==> config.mk <==
export PLATFORM = sky130hd
export DESIGN_NAME = mmc_irq_scanline
export DESIGN_NICKNAME = d
export VERILOG_FILES = /design/src/rtl/mmc_irq_pkg.sv /design/src/rtl/mmc_a12_filt.sv /design/src/rtl/mmc_irq_scanline.sv
export SDC_FILE = /design/constraint.sdc
export NUM_CORES = 1
export LEC_CHECK = 0
export BUFFER_PORTS_ARGS = -buffer_cell sky130_fd_sc_hd__buf_2
export CAP_MARGIN = 10
export CORE_ASPECT_RATIO = 0.75
export CORE_UTILIZATION = 45
export DETAILED_ROUTE_END_ITERATION = 16
export GPL_TIMING_DRIVEN = 0
export PLACE_DENSITY = 0.68
export SYNTH_ARGS = -nofsm -noshare
export SYNTH_HDL_FRONTEND = slang
export SYNTH_HIERARCHICAL = 1
export SYNTH_SLANG_ARGS = --single-unit
==> constraint.sdc <==
create_clock -name m2 -period 2.3 [get_ports m2]
set_clock_uncertainty 0.05 [all_clocks]
set_input_delay 0.46 -clock m2 [delete_from_list [all_inputs] [get_ports m2]]
set_output_delay 0.46 -clock m2 [all_outputs]
set_load 0.05 [all_outputs]
==> src/rtl/mmc_irq_pkg.sv <==
// Shared encodings for the MMC3-family IRQ counter: register selects,
// save-state selects and the save-state flags word layout.
package mmc_irq_pkg;

  typedef enum logic [1:0] {
    SEL_LATCH  = 2'd0,
    SEL_RELOAD = 2'd1,
    SEL_DIS    = 2'd2,
    SEL_EN     = 2'd3
  } reg_sel_e;

  typedef enum logic [1:0] {
    SS_CTR   = 2'd0,
    SS_LATCH = 2'd1,
    SS_FLAGS = 2'd2,
    SS_RSVD  = 2'd3
  } ss_sel_e;

  localparam int FLAG_RLD  = 0;
  localparam int FLAG_PEND = 1;
  localparam int FLAG_EN   = 2;

endpackage

==> src/rtl/mmc_a12_filt.sv <==
// PPU A12 synchroniser and low-time filter. A rising A12 produces a single
// tick only after FILT_LEN consecutive low samples.
module mmc_a12_filt #(
  parameter int FILT_LEN = 4
) (
  input  logic m2,
  input  logic map_rst,
  input  logic ppu_a12,
  output logic tick
);

  logic                a12_s;
  logic [FILT_LEN-1:0] hist;
  logic [FILT_LEN-1:0] hist_nxt;

  generate
    if (FILT_LEN == 1) begin : g_hist_one
      assign hist_nxt = a12_s;
    end else begin : g_hist_multi
      assign hist_nxt = {hist[FILT_LEN-2:0], a12_s};
    end
  endgenerate

  always_ff @(negedge m2 or posedge map_rst) begin
    if (map_rst) begin
      a12_s <= 1'b0;
      hist  <= '0;
    end else begin
      a12_s <= ppu_a12;
      hist  <= hist_nxt;
    end
  end

  // hist holds the previous FILT_LEN samples, so a held-high A12 ticks once
  assign tick = a12_s & (hist == '0);

endmodule

==> src/rtl/mmc_irq_scanline.sv <==
// Scanline / M2-cycle IRQ counter for MMC3-family mappers. Defining
// MMC_IRQ_SS_EN adds the save-state write/readback port (ss_*).
module mmc_irq_scanline
  import mmc_irq_pkg::*;
#(
  parameter int CTR_W    = 8,
  parameter int FILT_LEN = 4
) (
  input  logic             m2,
  input  logic             map_rst,
  input  logic             ppu_a12,
  input  logic             reg_we,
  input  logic [1:0]       reg_sel,
  input  logic [CTR_W-1:0] reg_dat,
  input  logic             cfg_mmc3a,
  input  logic             cfg_cyc_mode,
  output logic             irq,
  output logic [CTR_W-1:0] irq_ctr
`ifdef MMC_IRQ_SS_EN
  ,
  input  logic             ss_we,
  input  logic [1:0]       ss_sel,
  input  logic [CTR_W-1:0] ss_wdat,
  output logic [CTR_W-1:0] ss_rdat
`endif
);

  logic [CTR_W-1:0] ctr, ctr_nxt;
  logic [CTR_W-1:0] latch, latch_nxt;
  logic             rld_req, rld_nxt;
  logic             irq_en, en_nxt;
  logic             irq_pend, pend_nxt;
  logic             a12_tick, tick;
  logic             reload, reload_ctr, fire;

  mmc_a12_filt #(
    .FILT_LEN (FILT_LEN)
  ) u_filt (
    .m2      (m2),
    .map_rst (map_rst),
    .ppu_a12 (ppu_a12),
    .tick    (a12_tick)
  );

  // The filter keeps shifting in cycle mode; its tick is simply ignored.
  assign tick   = cfg_cyc_mode | a12_tick;
  assign reload = rld_req | (~cfg_mmc3a & (ctr == '0));
  // An old-style zero count still reloads rather than wrapping; it just
  // cannot raise the IRQ through that reload.
  assign reload_ctr = rld_req | (ctr == '0);
  assign fire = tick & irq_en & (reload ? (latch == '0) : (ctr == CTR_W'(1)));

  always_comb begin
    ctr_nxt   = ctr;
    latch_nxt = latch;
    rld_nxt   = rld_req;
    en_nxt    = irq_en;
    pend_nxt  = irq_pend | fire;

    if (tick) begin
      ctr_nxt = reload_ctr ? latch : ctr - CTR_W'(1);
      rld_nxt = 1'b0;
    end

    // Writes are applied after the tick so they win on same-cycle collisions.
    if (reg_we) begin
      case (reg_sel)
        SEL_LATCH:  latch_nxt = reg_dat;
        SEL_RELOAD: rld_nxt   = 1'b1;
        SEL_DIS: begin
          en_nxt   = 1'b0;
          pend_nxt = 1'b0;
        end
        SEL_EN:     en_nxt    = 1'b1;
        default: ;
      endcase
    end

`ifdef MMC_IRQ_SS_EN
    if (ss_we) begin
      ctr_nxt   = ctr;
      latch_nxt = latch;
      rld_nxt   = rld_req;
      en_nxt    = irq_en;
      pend_nxt  = irq_pend;
      case (ss_sel)
        SS_CTR:   ctr_nxt   = ss_wdat;
        SS_LATCH: latch_nxt = ss_wdat;
        SS_FLAGS: begin
          rld_nxt  = ss_wdat[FLAG_RLD];
          pend_nxt = ss_wdat[FLAG_PEND];
          en_nxt   = ss_wdat[FLAG_EN];
        end
        default: ;
      endcase
    end
`endif
  end

  always_ff @(negedge m2 or posedge map_rst) begin
    if (map_rst) begin
      ctr      <= '0;
      latch    <= '0;
      rld_req  <= 1'b0;
      irq_en   <= 1'b0;
      irq_pend <= 1'b0;
    end else begin
      ctr      <= ctr_nxt;
      latch    <= latch_nxt;
      rld_req  <= rld_nxt;
      irq_en   <= en_nxt;
      irq_pend <= pend_nxt;
    end
  end

  assign irq     = irq_pend;
  assign irq_ctr = ctr;

`ifdef MMC_IRQ_SS_EN
  always_comb begin
    ss_rdat = '0;
    case (ss_sel)
      SS_CTR:   ss_rdat = ctr;
      SS_LATCH: ss_rdat = latch;
      SS_FLAGS: begin
        ss_rdat[FLAG_RLD]  = rld_req;
        ss_rdat[FLAG_PEND] = irq_pend;
        ss_rdat[FLAG_EN]   = irq_en;
      end
      default: ;
    endcase
  end
`endif

endmodule
==> metrics.txt, run 1 <==
# TYPE chip_impl_metric gauge
chip_impl_info{name="critPathCapture",value="irq_ctr[7]"} 1
chip_impl_metric{name="cts_num_sinks",unit=""} 24
chip_impl_metric{name="remaining_drc_errors",unit=""} 0
chip_impl_metric{name="power.ir.vdd_worst",unit="uV"} 493
chip_impl_metric{name="vias_in_the_first_global_route",unit=""} 941
chip_impl_metric{name="grt_antenna_before_repair",unit=""} 0
chip_impl_metric{name="multi_input_area",unit="um^2"} 598
chip_impl_metric{name="rows",unit=""} 15
chip_impl_metric{name="pwr_density_cell",unit="nW/um^2"} 1130
chip_impl_metric{name="grt_max_degree",unit=""} 20
chip_impl_metric{name="globalRoute.totalOverflow",unit=""} 0
chip_impl_metric{name="grt_pass1_wl",unit="um"} 4490
chip_impl_metric{name="synth_cells",unit=""} 106
chip_impl_metric{name="detail_route.first_pass.iterations",unit=""} 4
chip_impl_metric{name="flow.area_growth_from_synthesis",unit="%"} 38.1
chip_impl_metric{name="ant_nets",unit=""} 0
chip_impl_metric{name="wl_per_cell",unit="um"} 15.1
chip_impl_metric{name="post_synth.cell_area_avg",unit="um^2"} 11.1
chip_impl_info{name="cts_tree",value="built"} 1
chip_impl_metric{name="drt-initial-drc-count",unit=""} 18
chip_impl_metric{name="worstMarginPinSlew",unit="ns"} 0.733
chip_impl_metric{name="cts-htree-levels",unit=""} 1
chip_impl_metric{name="start_util",unit="%"} 49.2
chip_impl_metric{name="layout.cells.non_filler",unit=""} 179
chip_impl_metric{name="detailedPlace.worstSlack",unit="ns"} -0.491
chip_impl_info{name="hold_path.class",value="register to register"} 1
chip_impl_info{name="setup_repair_after_global_routing_missed_its_margin",value="true"} 1
chip_impl_metric{name="drv_slew",unit=""} 0
chip_impl_metric{name="i_o_pin_count",unit=""} 25
chip_impl_metric{name="die_area",unit="um^2"} 2820
chip_impl_info{name="critical_path.endpoint_type",value="primary output"} 1
chip_impl_metric{name="setup_violations",unit=""} 9
chip_impl_metric{name="syn_area",unit="um^2"} 1170
chip_impl_info{name="crit_type",value="register to primary output"} 1
chip_impl_metric{name="totalWireLength",unit="um"} 2700
chip_impl_metric{name="synth.yosys.seq_area_share",unit="%"} 51.2
chip_impl_metric{name="r2r.worst_path.cells",unit=""} 6
chip_impl_metric{name="cap_viol_max_count",unit=""} 0
chip_impl_metric{name="worstPathBufferInverterCount",unit=""} 1
chip_impl_metric{name="cts_hold_buf",unit=""} 0
chip_impl_metric{name="core_region_area",unit="um^2"} 2380
chip_impl_metric{name="gp_congestion",unit=""} 0.860
chip_impl_metric{name="ys.warnings.count",unit=""} 6
chip_impl_info{name="synth_area_leaders",value="sky130_fd_sc_hd__dfrtn_1 (51%), sky130_fd_sc_hd__mux2_2 (8.6%), sky130_fd_sc_hd__ha_1 (3.2%)"} 1
chip_impl_metric{name="slew-limit-headroom",unit="%"} 51.1
chip_impl_metric{name="yosys.area.top_type_share",unit="%"} 51.2
chip_impl_metric{name="cp_max_stage_delay",unit="ns"} 0.45
chip_impl_info{name="timing.critical_path.slowest_stage_cell",value="sky130_fd_sc_hd__dfrtn_1"} 1
chip_impl_metric{name="setup_ws",unit="ns"} -0.300
chip_impl_metric{name="placed_cell_count",unit=""} 164
chip_impl_metric{name="floorplan.die.height",unit="um"} 46.2
chip_impl_metric{name="final-hold-violation-count",unit=""} 0
chip_impl_info{name="timing.rr.start",value="irq_ctr[4]$_DFFE_NP0N_"} 1
chip_impl_metric{name="cts.path.max_buffers",unit=""} 2
chip_impl_metric{name="path_clk_slew",unit="ns"} 0.09
chip_impl_metric{name="tritoncts.num_buffers",unit=""} 3
chip_impl_metric{name="static-leakage-power",unit="nW"} 0.735
chip_impl_metric{name="ys_ff_latch",unit=""} 24
chip_impl_metric{name="drive_above_1_share",unit="%"} 42.1
chip_impl_metric{name="final_core_utilization",unit="%"} 67.9
chip_impl_metric{name="final_net_count",unit=""} 165
chip_impl_info{name="path_cells",value="buf_6"} 1
chip_impl_info{name="path_delay_family",value="flip-flops"} 1
chip_impl_metric{name="synth_fp_nets",unit=""} 125
chip_impl_metric{name="detailroute.via_count",unit=""} 996
chip_impl_metric{name="seqCellArea",unit="um^2"} 601
chip_impl_info{name="ctsRootBufferMaster",value="sky130_fd_sc_hd__clkbuf_4"} 1
chip_impl_metric{name="dp_hpwl",unit="um"} 1830
chip_impl_metric{name="critical_path_arrival",unit="ns"} 2.09
chip_impl_metric{name="worst-r2r-setup-slack",unit="ns"} 0.43
chip_impl_info{name="startpoint_class_of_the_critical_path",value="register"} 1
chip_impl_metric{name="worstSkewPairLatency",unit="ns"} 0.32
chip_impl_metric{name="vias_per_cell",unit=""} 5.56
chip_impl_info{name="timing.critical_path.from",value="irq_ctr[7]$_DFFE_NP0N_"} 1
chip_impl_metric{name="critical_path.max_fanout",unit=""} 2
chip_impl_metric{name="antenna_cells_inserted",unit=""} 0
chip_impl_metric{name="count_of_fill_cells_added_during_filler_insertion",unit=""} 188
chip_impl_metric{name="portBuffers",unit=""} 24
chip_impl_metric{name="worst-endpoint-required",unit="ns"} 1.79
chip_impl_info{name="violations_in_the_final_reports",value="setup timing"} 1
chip_impl_metric{name="setup_total_negative_slack",unit="ns"} -2.61
chip_impl_metric{name="synth.distinct_cells",unit=""} 33
chip_impl_info{name="synth_largest_area_cell",value="sky130_fd_sc_hd__dfrtn_1"} 1
chip_impl_info{name="crit-reg2reg-capture",value="irq_ctr[5]$_DFFE_NP0N_"} 1
chip_impl_info{name="run_status",value="complete, but fails checks"} 1
chip_impl_metric{name="die_width",unit="um"} 60.9
chip_impl_metric{name="grt_total_usage",unit="%"} 23.1
chip_impl_metric{name="path_depth",unit=""} 1
[worst register-to-register path, stage by stage (launching register included)]
cell and delay [ns]:
sky130_fd_sc_hd__dfrtn_1 0.37, sky130_fd_sc_hd__buf_4 0.14, sky130_fd_sc_hd__buf_4 0.15, sky130_fd_sc_hd__nor3_1 0.30
sky130_fd_sc_hd__a31oi_1 0.29, sky130_fd_sc_hd__nor3_1 0.34, sky130_fd_sc_hd__nor4_2 0.09
[how the worst min path moves through the flow]
stage                     slack (ns)  cells past startpoint                     start                       end
after floorplan                 0.26                      0  u_filt/hist[0]$_DFF_NP0_  u_filt/hist[1]$_DFF_NP0_
after global placement          0.26                      0  u_filt/hist[0]$_DFF_NP0_  u_filt/hist[1]$_DFF_NP0_
after detailed placement        0.28                      0  u_filt/hist[0]$_DFF_NP0_  u_filt/hist[1]$_DFF_NP0_
after CTS                       0.28                      0  u_filt/hist[0]$_DFF_NP0_  u_filt/hist[1]$_DFF_NP0_
after global routing            0.31                      0  u_filt/hist[0]$_DFF_NP0_  u_filt/hist[1]$_DFF_NP0_
final                           0.28                      0    u_filt/a12_s$_DFF_NP0_  u_filt/hist[0]$_DFF_NP0_
[where the power goes]
part / switching (W) / internal [W]
clock: 0.000138 / 0.000176
sequential: 0.0000733 / 0.000531
combinational: 0.000517 / 0.000399
[cell usage after synthesis]
cell,instances
sky130_fd_sc_hd__a31o_2,1
sky130_fd_sc_hd__nor2_2,1
sky130_fd_sc_hd__a32o_1,1
sky130_fd_sc_hd__o21ai_0,6
sky130_fd_sc_hd__o311ai_0,2
sky130_fd_sc_hd__a21oi_1,4
sky130_fd_sc_hd__o211ai_1,1
sky130_fd_sc_hd__nand2b_1,1
sky130_fd_sc_hd__o311a_1,1
sky130_fd_sc_hd__nor3b_2,1
sky130_fd_sc_hd__a31oi_1,2
sky130_fd_sc_hd__o31ai_1,1
sky130_fd_sc_hd__or3_1,1
sky130_fd_sc_hd__nand4b_1,2
sky130_fd_sc_hd__clkbuf_1,2
sky130_fd_sc_hd__nor3b_1,2
sky130_fd_sc_hd__mux2_2,9
sky130_fd_sc_hd__inv_1,8
sky130_fd_sc_hd__nand3_1,4
sky130_fd_sc_hd__ha_1,3
sky130_fd_sc_hd__nand2_1,4
sky130_fd_sc_hd__or4_4,1
sky130_fd_sc_hd__a2bb2oi_1,1
sky130_fd_sc_hd__nor3_1,5
sky130_fd_sc_hd__mux2i_1,1
sky130_fd_sc_hd__or4_1,2
sky130_fd_sc_hd__nor4_2,3
sky130_fd_sc_hd__a22oi_1,2
sky130_fd_sc_hd__nor2_1,6
sky130_fd_sc_hd__and3_1,1
sky130_fd_sc_hd__dfrtn_1,24
sky130_fd_sc_hd__nand3b_1,2
sky130_fd_sc_hd__or2_2,1
[repair_timing]
| item | CTS | global route |
|---|---|---|
| setup endpoints to repair | 17 | 9 |
| buffers inserted | 9 | 2 |
| pin swaps | 1 | 0 |
| resized for setup | 28 | 0 |
| endpoints found under the hold margin | 0 | 0 |
[area by class of cell]
type | count | area share, %
timing repair buffer | 35 | 17.2
tap | 34 | 2.63
clock buffer | 3 | 1.39
inverter | 8 | 1.85
multi-input combinational | 72 | 36.9
buffer | 2 | 1.08
clock inverter | 1 | 1.85
sequential | 24 | 37.1
[metrics by stage]
stage	total power (W)	area, um^2	hold slack [ns]
2_1_floorplan	0.00113	1220	0.256
3_3_place_gp	0.00127	1380	0.260
3_5_place_dp	0.00129	1380	0.280
4_1_cts	0.00181	1600	0.282
5_1_grt	0.00194	1620	0.310
6_report	0.00183	1620	0.283
[flip-flops by register name, summed over array words and instances (netlist names)]
signal / cells
latch: 8
irq_ctr: 8
irq_en: 1
rld_req: 1
u_filt/a12_s: 1
irq: 1
u_filt/hist: 4
[metal layers]
layer	track usage (%)	vias to the layer above	share of wire [%]
met1	30.7	484	46
met2	35.8	36	47
met5	0	-	0
met3	7.02	4	5.7
met4	8.18	0	1.3
li1	-	472	-
[layout by cell type, fill, tap and decap left out, types with 3 or more instances in the layout]
master / count
sky130_fd_sc_hd__ha_1: 3
sky130_fd_sc_hd__dfrtn_1: 24
sky130_fd_sc_hd__o21ai_0: 4
sky130_fd_sc_hd__a21oi_1: 4
sky130_fd_sc_hd__buf_2: 14
sky130_fd_sc_hd__inv_1: 8
sky130_fd_sc_hd__clkbuf_4: 3
sky130_fd_sc_hd__nor3_1: 5
sky130_fd_sc_hd__nor4_2: 3
sky130_fd_sc_hd__nor2_1: 4
sky130_fd_sc_hd__nand2_1: 4
sky130_fd_sc_hd__mux2_4: 8
sky130_fd_sc_hd__buf_6: 10
sky130_fd_sc_hd__buf_4: 10
[kinds of logic after synthesis]
| kind of cell | Yosys count | synth area share (%) |
|---|---|---|
| simple gates | 37 | 20.3 |
| buf+inv | 10 | 3.20 |
| mux | 10 | 9.50 |
| flops | 24 | 51.2 |
| fa+ha+maj | 3 | 3.20 |
| compound gates | 22 | 12.6 |
Power figures use the tool's default switching activity.
==> run 2: changes to the inputs <==
--- a/config.mk
+++ b/config.mk
@@ -12,6 +12,7 @@
 export DETAILED_ROUTE_END_ITERATION = 16
 export GPL_TIMING_DRIVEN = 0
 export PLACE_DENSITY = 0.68
+export SETUP_SLACK_MARGIN = 0.3
 export SYNTH_ARGS = -nofsm -noshare
 export SYNTH_HDL_FRONTEND = slang
 export SYNTH_HIERARCHICAL = 1
==> metrics.txt, run 2 (synthesis results as in run 1) <==
# TYPE chip_impl_metric gauge
chip_impl_metric{name="cts_num_sinks",unit=""} 24
chip_impl_metric{name="path_clk_slew",unit="ns"} 0.09
chip_impl_metric{name="critical_path_arrival",unit="ns"} 2.09
chip_impl_metric{name="cts-htree-levels",unit=""} 1
chip_impl_metric{name="vias_in_the_first_global_route",unit=""} 895
chip_impl_info{name="path_delay_family",value="flip-flops"} 1
chip_impl_metric{name="globalRoute.totalOverflow",unit=""} 0
chip_impl_metric{name="pwr_density_cell",unit="nW/um^2"} 1060
chip_impl_metric{name="worstPathBufferInverterCount",unit=""} 1
chip_impl_info{name="run_status",value="complete, but fails checks"} 1
chip_impl_info{name="hold_path.class",value="register to register"} 1
chip_impl_metric{name="start_util",unit="%"} 49.2
chip_impl_info{name="violations_in_the_final_reports",value="setup timing"} 1
chip_impl_metric{name="critical_path.max_fanout",unit=""} 2
chip_impl_metric{name="final_net_count",unit=""} 171
chip_impl_metric{name="tritoncts.num_buffers",unit=""} 3
chip_impl_metric{name="final_design_instance_area_without_fill",unit="um^2"} 1800
chip_impl_info{name="ctsRootBufferMaster",value="sky130_fd_sc_hd__clkbuf_4"} 1
chip_impl_info{name="crit_type",value="register to primary output"} 1
chip_impl_metric{name="cts_hold_buf",unit=""} 0
chip_impl_info{name="path_cells",value="buf_6"} 1
chip_impl_info{name="timing.rr.start",value="irq_ctr[0]$_DFFE_NP0N_"} 1
chip_impl_info{name="timing.hold.worst_endpoint",value="u_filt/hist[1]$_DFF_NP0_"} 1
chip_impl_metric{name="wl_per_cell",unit="um"} 15.0
chip_impl_metric{name="die_area",unit="um^2"} 2820
chip_impl_metric{name="r2r.worst_path.cells",unit=""} 6
chip_impl_info{name="critical_path.endpoint_type",value="primary output"} 1
chip_impl_metric{name="setup_violations",unit=""} 9
chip_impl_metric{name="grt_pass1_wl",unit="um"} 4500
chip_impl_metric{name="drv_slew",unit=""} 0
chip_impl_metric{name="setup_ws",unit="ns"} -0.296
chip_impl_metric{name="timing.hold.ws",unit="ns"} 0.264
chip_impl_metric{name="floorplan.die.height",unit="um"} 46.2
chip_impl_info{name="startpoint_class_of_the_critical_path",value="register"} 1
chip_impl_info{name="most_common_library_cell_in_the_layout_ignoring_fill_and_taps",value="sky130_fd_sc_hd__dfrtn_1"} 1
chip_impl_info{name="cts_tree",value="built"} 1
chip_impl_metric{name="gp_congestion",unit=""} 0.780
chip_impl_metric{name="static-leakage-power",unit="nW"} 0.802
chip_impl_metric{name="cts.path.max_buffers",unit=""} 2
chip_impl_metric{name="worstSkewPairLatency",unit="ns"} 0.31
chip_impl_metric{name="drt-initial-drc-count",unit=""} 33
chip_impl_metric{name="slew-limit-headroom",unit="%"} 52.3
chip_impl_metric{name="drive_above_1_share",unit="%"} 51.0
chip_impl_metric{name="grt_antenna_before_repair",unit=""} 0
chip_impl_metric{name="antenna_cells_inserted",unit=""} 0
chip_impl_metric{name="count_of_fill_cells_added_during_filler_insertion",unit=""} 147
chip_impl_metric{name="cp_max_stage_delay",unit="ns"} 0.45
chip_impl_info{name="min-delay-start",value="u_filt/hist[0]$_DFF_NP0_"} 1
chip_impl_metric{name="grt_total_usage",unit="%"} 22.6
chip_impl_metric{name="vias_per_cell",unit=""} 5.57
chip_impl_info{name="setup_repair_after_global_routing_missed_its_margin",value="true"} 1
chip_impl_metric{name="placed_cell_count",unit=""} 164
chip_impl_metric{name="placedInstanceArea",unit="um^2"} 1400
chip_impl_metric{name="i_o_pin_count",unit=""} 25
chip_impl_metric{name="die_width",unit="um"} 60.9
chip_impl_metric{name="grt_max_degree",unit=""} 20
chip_impl_metric{name="detailroute.via_count",unit=""} 1030
chip_impl_info{name="layout_common_cells",value="sky130_fd_sc_hd__dfrtn_1 (24), sky130_fd_sc_hd__buf_6 (12), sky130_fd_sc_hd__buf_4 (12)"} 1
chip_impl_metric{name="detail_route.first_pass.iterations",unit=""} 4
chip_impl_info{name="crit-reg2reg-capture",value="irq_ctr[7]$_DFFE_NP0N_"} 1
chip_impl_metric{name="totalWireLength",unit="um"} 2780
chip_impl_metric{name="core_region_area",unit="um^2"} 2380
chip_impl_metric{name="remaining_drc_errors",unit=""} 0
chip_impl_metric{name="worstMarginPinSlew",unit="ns"} 0.714
chip_impl_metric{name="dp_hpwl",unit="um"} 1720
chip_impl_metric{name="layout.cells.non_filler",unit=""} 185
chip_impl_metric{name="power.ir.vdd_worst",unit="uV"} 574
chip_impl_metric{name="worst-endpoint-required",unit="ns"} 1.79
chip_impl_metric{name="flow.area_growth_from_synthesis",unit="%"} 53.9
chip_impl_info{name="timing.critical_path.slowest_stage_cell",value="sky130_fd_sc_hd__dfrtn_1"} 1
chip_impl_metric{name="post-layout-total-power",unit="W"} 0.00190
chip_impl_metric{name="detailedPlace.worstSlack",unit="ns"} -0.515
chip_impl_metric{name="rows",unit=""} 15
chip_impl_metric{name="cap_viol_max_count",unit=""} 0
chip_impl_metric{name="final-hold-violation-count",unit=""} 0
chip_impl_metric{name="worst-r2r-setup-slack",unit="ns"} 0.38
chip_impl_metric{name="timing.hold.worst_path_depth",unit=""} 0
chip_impl_metric{name="ant_nets",unit=""} 0
chip_impl_metric{name="portBuffers",unit=""} 24
[run 2: how the worst max path moves through the flow]
stage	start	endpoint	cells past startpoint
CTS	irq_ctr[5]$_DFFE_NP0N_	irq_ctr[5]	1
global route	irq_ctr[7]$_DFFE_NP0N_	irq_ctr[7]	1
detailed placement	reg_we	latch[6]$_DFFE_NP0P_	3
floorplan	reg_sel[1]	latch[0]$_DFFE_NP0P_	2
finish	irq_ctr[7]$_DFFE_NP0N_	irq_ctr[7]	1
global placement	reg_we	latch[4]$_DFFE_NP0P_	3
[run 2: timing repair]
item | in CTS | in global routing
gates resized for setup | 45 | 7
setup endpoints to repair | 27 | 27
cloned | 1 | 0
pin swaps | 9 | 6
setup buffers | 15 | 1
[run 2: per-layer routing]
layer,global-route usage [%],up-vias,wire length (um)
li1,-,487,-
met1,34.9,508,1340
met2,32.5,33,1260
met3,5.90,2,167
met4,2.73,0,11
met5,0,-,0
[run 2: area by class of cell]
class                   count  area (um^2)  share of cell area (%)
repair buffers             41          375                    20.8
well taps                  34         42.5                    2.36
inverters                   8         30.0                    1.66
clock inverters             1         30.0                    1.66
multi-input cells          72          674                    37.4
clock buffers               3         22.5                    1.25
plain buffers               2         28.8                    1.60
flip-flops and latches     24          601                    33.3
[run 2: power by group]
group | total, W | switching [W] | internal, W
registers | 0.000607 | 0.0000761 | 0.000531
logic | 0.000986 | 0.000551 | 0.000435
clock network | 0.000311 | 0.000135 | 0.000176
total | 0.00190 | 0.000763 | 0.00114
[run 2: through the flow]
step	util, %	TNS [ns]
floorplan	-	-2.87
global placement	58.8	-6.82
detailed placement	58.8	-7.00
CTS	74.0	-2.51
global route	75.7	-2.87
finish	75.7	-2.54
